[src/rtl/decoder_rr_arbiter.sv]
// decoder_rr_arbiter: round-robin arbiter that owns the select/enable of a
// shared 3-to-8 decoder on behalf of eight requesters.
// Optional feature macro: ARB_TIMEOUT_EN adds a hold counter that forcibly
// revokes a grant after MAX_HOLD cycles and pulses `timeout`.
//
// state   | meaning
// --------+-----------------------------------------------------------
// IDLE    | no grant held, arbitrate on every edge
// GRANT   | sel_en high, grant held until req[sel] drops (or hold limit)
// RELEASE | one-cycle gap with sel_en low; arbitration happens here

module decoder_rr_arbiter #(
    parameter int unsigned MAX_HOLD = 16
) (
    input  logic       clk,
    input  logic       rst_n,
    input  logic [7:0] req,
    output logic [2:0] sel,
    output logic       sel_en,
    output logic [7:0] grant,
    output logic       timeout
);

    typedef enum logic [1:0] {
        IDLE    = 2'd0,
        GRANT   = 2'd1,
        RELEASE = 2'd2
    } state_t;

    if (MAX_HOLD < 1 || MAX_HOLD > 255) begin : g_bad_max_hold
        $error("decoder_rr_arbiter: MAX_HOLD must be within 1..255");
    end

    state_t     state_q, state_d;
    logic [2:0] sel_q, sel_d;
    logic [2:0] last_q, last_d;
    logic       sel_en_q, sel_en_d;
    logic [7:0] grant_q, grant_d;
    logic       timeout_q, timeout_d;

    logic [2:0]  search_base;
    logic [15:0] req_dbl;
    logic [7:0]  req_rot;
    logic [2:0]  win_off;
    logic [2:0]  winner;
    logic        any_req;
    logic        hold_expired;

    // Round-robin winner: rotate req so index last+1 lands at bit 0, take
    // the lowest set bit, then rotate the offset back.
    always_comb begin
        search_base = last_q + 3'd1;
        req_dbl     = {req, req};
        req_rot     = 8'(req_dbl >> search_base);
        win_off     = 3'd0;
        for (int k = 7; k >= 0; k--) begin
            if (req_rot[k]) begin
                win_off = 3'(k);
            end
        end
        winner  = search_base + win_off;
        any_req = |req;
    end

`ifdef ARB_TIMEOUT_EN
    localparam logic [7:0] HOLD_LAST = 8'(MAX_HOLD - 1);

    logic [7:0] hold_q, hold_d;

    // Hold counter runs only while a grant continues; any other transition clears it.
    always_comb begin
        hold_d = 8'd0;
        if (state_q == GRANT && state_d == GRANT) begin
            hold_d = hold_q + 8'd1;
        end
    end

    // Hold counter register.
    always_ff @(posedge clk or negedge rst_n) begin
        if (!rst_n) begin
            hold_q <= 8'd0;
        end else begin
            hold_q <= hold_d;
        end
    end

    assign hold_expired = (hold_q == HOLD_LAST);
`else
    assign hold_expired = 1'b0;
`endif

    // Next-state and registered-output decisions.
    always_comb begin
        state_d   = state_q;
        sel_d     = sel_q;
        last_d    = last_q;
        sel_en_d  = sel_en_q;
        grant_d   = grant_q;
        timeout_d = 1'b0;
        case (state_q)
            IDLE, RELEASE: begin
                if (any_req) begin
                    state_d  = GRANT;
                    sel_d    = winner;
                    last_d   = winner;
                    sel_en_d = 1'b1;
                    grant_d  = 8'b0000_0001 << winner;
                end else begin
                    state_d  = IDLE;
                    sel_en_d = 1'b0;
                    grant_d  = 8'd0;
                end
            end
            GRANT: begin
                // A voluntary drop wins over the hold limit, so no timeout then.
                if (!req[sel_q]) begin
                    state_d  = RELEASE;
                    sel_en_d = 1'b0;
                    grant_d  = 8'd0;
                end else if (hold_expired) begin
                    state_d   = RELEASE;
                    sel_en_d  = 1'b0;
                    grant_d   = 8'd0;
                    timeout_d = 1'b1;
                end
            end
            default: begin
                state_d  = IDLE;
                sel_en_d = 1'b0;
                grant_d  = 8'd0;
            end
        endcase
    end

    // State and output registers; last resets to 7 so the first search starts at 0.
    always_ff @(posedge clk or negedge rst_n) begin
        if (!rst_n) begin
            state_q   <= IDLE;
            sel_q     <= 3'd0;
            last_q    <= 3'd7;
            sel_en_q  <= 1'b0;
            grant_q   <= 8'd0;
            timeout_q <= 1'b0;
        end else begin
            state_q   <= state_d;
            sel_q     <= sel_d;
            last_q    <= last_d;
            sel_en_q  <= sel_en_d;
            grant_q   <= grant_d;
            timeout_q <= timeout_d;
        end
    end

    assign sel     = sel_q;
    assign sel_en  = sel_en_q;
    assign grant   = grant_q;
    assign timeout = timeout_q;

endmodule

[config.mk]
export PLATFORM = sky130hd
export DESIGN_NAME = decoder_rr_arbiter
export DESIGN_NICKNAME = d
export VERILOG_FILES = /design/src/rtl/decoder_rr_arbiter.sv
export SDC_FILE = /design/constraint.sdc
export NUM_CORES = 1
export LEC_CHECK = 0
export ABC_AREA = 0
export BUFFER_PORTS_ARGS = -buffer_cell sky130_fd_sc_hd__buf_4
export CORE_MARGIN = 3
export CORE_UTILIZATION = 50
export DETAILED_ROUTE_END_ITERATION = 12
export PLACE_DENSITY = 0.84
export SETUP_SLACK_MARGIN = 0.1
export SYNTH_ARGS = -nofsm -noshare
export SYNTH_HDL_FRONTEND = slang
export SYNTH_SLANG_ARGS = --single-unit
[constraint.sdc]
create_clock -name clk -period 7.65 [get_ports clk]
set_input_delay 0 -clock clk [delete_from_list [all_inputs] [get_ports clk]]
set_output_delay 0 -clock clk [all_outputs]
set_load 0.01 [all_outputs]
==> results by group <==
Cells and area
  • Commonest non-fill, non-tap cell in the layout: buf_4
  • FILL cells: between 200 and 250
  • Area grow syn2layout: 12.8%
  • Proportion of layout cells with a drive suffix above 1: between 20% and 30%
  • Most frequent cells in the layout: 21 x buf_4, 16 x nor2_1, 15 x nand2_1, 13 x dfrtp_1, 9 x o21ai_0
  • Nets: 180
  • ANT cells: 0
  • Non-filler cells, final: 194

CTS
  • CTS H-tree lvls: 1
  • Num CTS Buffers: 3
  • Clk root buf: clkbuf_4
  • Post-CTS resize count: 0
  • Clock Sinks: 16
  • Clk_lat worst skew: 0.28 ns
  • Post-CTS Hold Fix Bufs: 1
  • Clock Path Buffers: 2
  • Post-CTS Setup Repair Bufs: 0
  • CTS tree: built
  • Clock-pin slew on the worst setup and hold paths: around 0.09 ns

Synthesis
  • Synth Cell Area: 1320 um2
  • Synth Net Count: approximately 160
  • Yosys reg bits: 16
  • Post-synth top flop: dfrtp_1
  • Yosys warns: 0
  • Cells after synthesis: 151
  • EDFF count, synth: 0
  • Mean Syn Cell Area: between 8 and 9 um2
  • Async S/R FF share, synth: 100%
  • Register area share after synthesis: between 30% and 40%
  • Synth unique cells: 50

Placed design
  • RD Place Congestion: between 0.8 and 0.9
  • Dpl cells: between 150 and 200
  • DP HPWL: around 2300 um
  • Count of port buffers added during placement: 21

Run
  • Max Cap Violations: 0

Critical path
  • R2R setup slack: 3.85 ns
  • Critical Path Source Type: flop
  • R2R depth: 13
  • Setup crit end: last_q[2]
  • CP Data Required Time: a little under 8 ns
  • Worst Setup Path Type: flop to flop
  • RR Endpoint: last_q[2]
  • CP arrival: between 3 and 4 ns
  • Worst Setup SP: last_q[0]
  • Worst R2R Start: last_q[0]
  • Crit end category: flop
  • CP max FO: 22

Pwr
  • Clock power frac: under 10%
  • VDD IR max: ~380 uV
  • Seq pwr share: between 20% and 30%
  • Comb power frac: around 75%
  • LEAKAGE: around 0.00064 uW
  • Switching Share: 51.2%
  • Int Power: 390 uW
  • Pwr Density: ~540 nW/um2
  • Net switching power: around 410 uW

Timing
  • Slew Limit Headroom: between 50 and 60%
  • Setup violations, final: 0
  • Setup_tns: 0 ns
  • Final Max Slew Viols: 0
  • Slew @ Worst Pin: around 0.68 ns
  • Final hold violation count: 0
  • Minimum clock period: roughly 3.8 ns
  • RSZ-0062 raised after global routing: false
  • Layout Skew: between 0.002 and 0.003 ns
  • Final worst-path cycle share: about 50%
  • Highest clock rate: around 260 MHz
  • Hold Slack: between 0.1 and 0.15 ns

Global route
  • Initial antenna violation count: 0
  • Global-route wire length before repair: 5330 um
  • Grt total ovfl: 0
  • Vias in the first global route: between 1000 and 1500
  • Gr usage total: between 15 and 20%
  • Largest net degree at the start of global routing: 23

Floorplanning
  • Core area: ~2400 um2
  • Starting Density: approximately 56%
  • Io pins: 23
  • Die X: around 57 um
  • FP Rows: 17
  • Chip height: roughly 57 um
  • Die ar.: about 3300 um2

Routing
  • Drt total wl: 3170 um
  • DRT Pass-1 Iters: 4
  • DR WL/cell: 16.3 um
  • ANT nets after route: 0
  • Total vias in the final route: around 1200
  • DRC: 0
  • Violation count after the first detailed-routing iteration: 60
  • Via density: approximately 6.4

Min path
  • Min-Delay Path Class: input port to asynchronous set/reset pin

Status
  • Outcome: complete, no violations
[synth_stat cells (2+ instances only)]
cell	instances	share of area, %
mux4_2	4	6.8
ha_1	2	1.9
clkbuf_1	3	0.85
nand2_1	15	4.3
dfrtp_1	13	25
mux2_2	4	3.4
nor2_1	16	4.5
o221ai_1	2	1.3
a31oi_1	3	1.4
o22ai_1	2	0.95
a32oi_1	3	2.0
nand3_1	4	1.5
a21oi_1	6	2.3
dfstp_2	3	6.0
a22o_1	3	2.0
nand4_1	3	1.4
inv_2	2	0.57
nor2b_1	5	2.4
nor3_1	5	1.9
and3_1	2	0.95
buf_4	4	2.3
nor4b_1	2	1.3
o21ai_0	9	3.4
o31ai_1	2	1.1
a22oi_1	2	1.1
and3b_1	2	1.3
inv_1	5	1.4
buf_2	3	1.1
[power by group through the flow]
stage	clock network (uW)	registers [uW]	logic (uW)
detailed placement	0	161	586
global placement	0	159	571
global route	50.3	165	657
CTS	45.7	160	592
floorplan	0	156	468
finish	44.3	160	595
[metrics by stage]
| step | setup WS [ns] | util (%) | cell area [um2] | total power [uW] |
|---|---|---|---|---|
| after global placement | 4.04 | 61.5 | 1450 | 730 |
| after global routing | 3.57 | 63.1 | 1490 | 872 |
| after CTS | 3.86 | 63.1 | 1490 | 798 |
| after floorplan | 4.48 | - | 1320 | 624 |
| after detailed placement | 3.89 | 61.5 | 1450 | 746 |
| final | 3.85 | 63.1 | 1490 | 799 |
[kinds of logic (layout without fill, tap and decap cells)]
kind of cell,after synthesis,in the layout,synth area share (%)
and+or+nand+nor,58,58,21.6
AOI/OAI and AO/OA,45,45,24.6
buffers and inverters,18,33,6.54
DFF,16,16,30.6
muxes,8,8,10.2
adders and majority gates,3,3,3.41
xor gates and xnor gates,2,2,2.75
other,1,1,0.284
[state kept, by name, summed over array words and instances (netlist names)]
register and count:
grant 8, last_q 3, sel 3, state_q 2
[worst min-delay path by stage]
stage                     start       end  slack [ns]  depth (start not counted)
after floorplan           rst_n  grant[0]       -0.30                          0
after global placement    rst_n  grant[1]       -0.14                          1
after detailed placement  rst_n  grant[1]       -0.14                          1
after CTS                 rst_n  grant[5]         0.1                          2
after global routing      rst_n  grant[5]        0.12                          2
final                     rst_n  grant[5]        0.10                          2
[critical path, cell delays in order, from the launching register on]
cell and delay, ns:
dfstp_2 0.71, ha_1 0.58, inv_2 0.23, a21o_1 0.20, a31oi_1 0.14, a21oi_1 0.05
o221ai_1 0.16, a21boi_0 0.22, ha_1 0.17, inv_1 0.05, fa_1 0.52, and3b_1 0.25
a221oi_1 0.27, nand4_1 0.13
[metal layers]
| layer | track usage [%] | up-vias | part of all wire (%) |
|---|---|---|---|
| li1 | - | 600 | - |
| met1 | 28.0 | 590 | 45 |
| met2 | 31.9 | 51 | 48 |
| met3 | 2.49 | 4 | 6.8 |
| met4 | 4.97 | 0 | 0.60 |
| met5 | 0 | - | 0 |
[area by class of cell]
class | instances | area (um2) | area share [%]
Timing Repair Buffer | 22 | 168 | 11.3
Tap cell | 28 | 35.0 | 2.35
Sequential cell | 16 | 404 | 27.1
Multi-Input combinational cell | 117 | 830 | 55.7
Inverter | 7 | 26.3 | 1.76
Clock buffer | 4 | 26.3 | 1.76
Note: power is estimated with default switching activity, not from simulation.
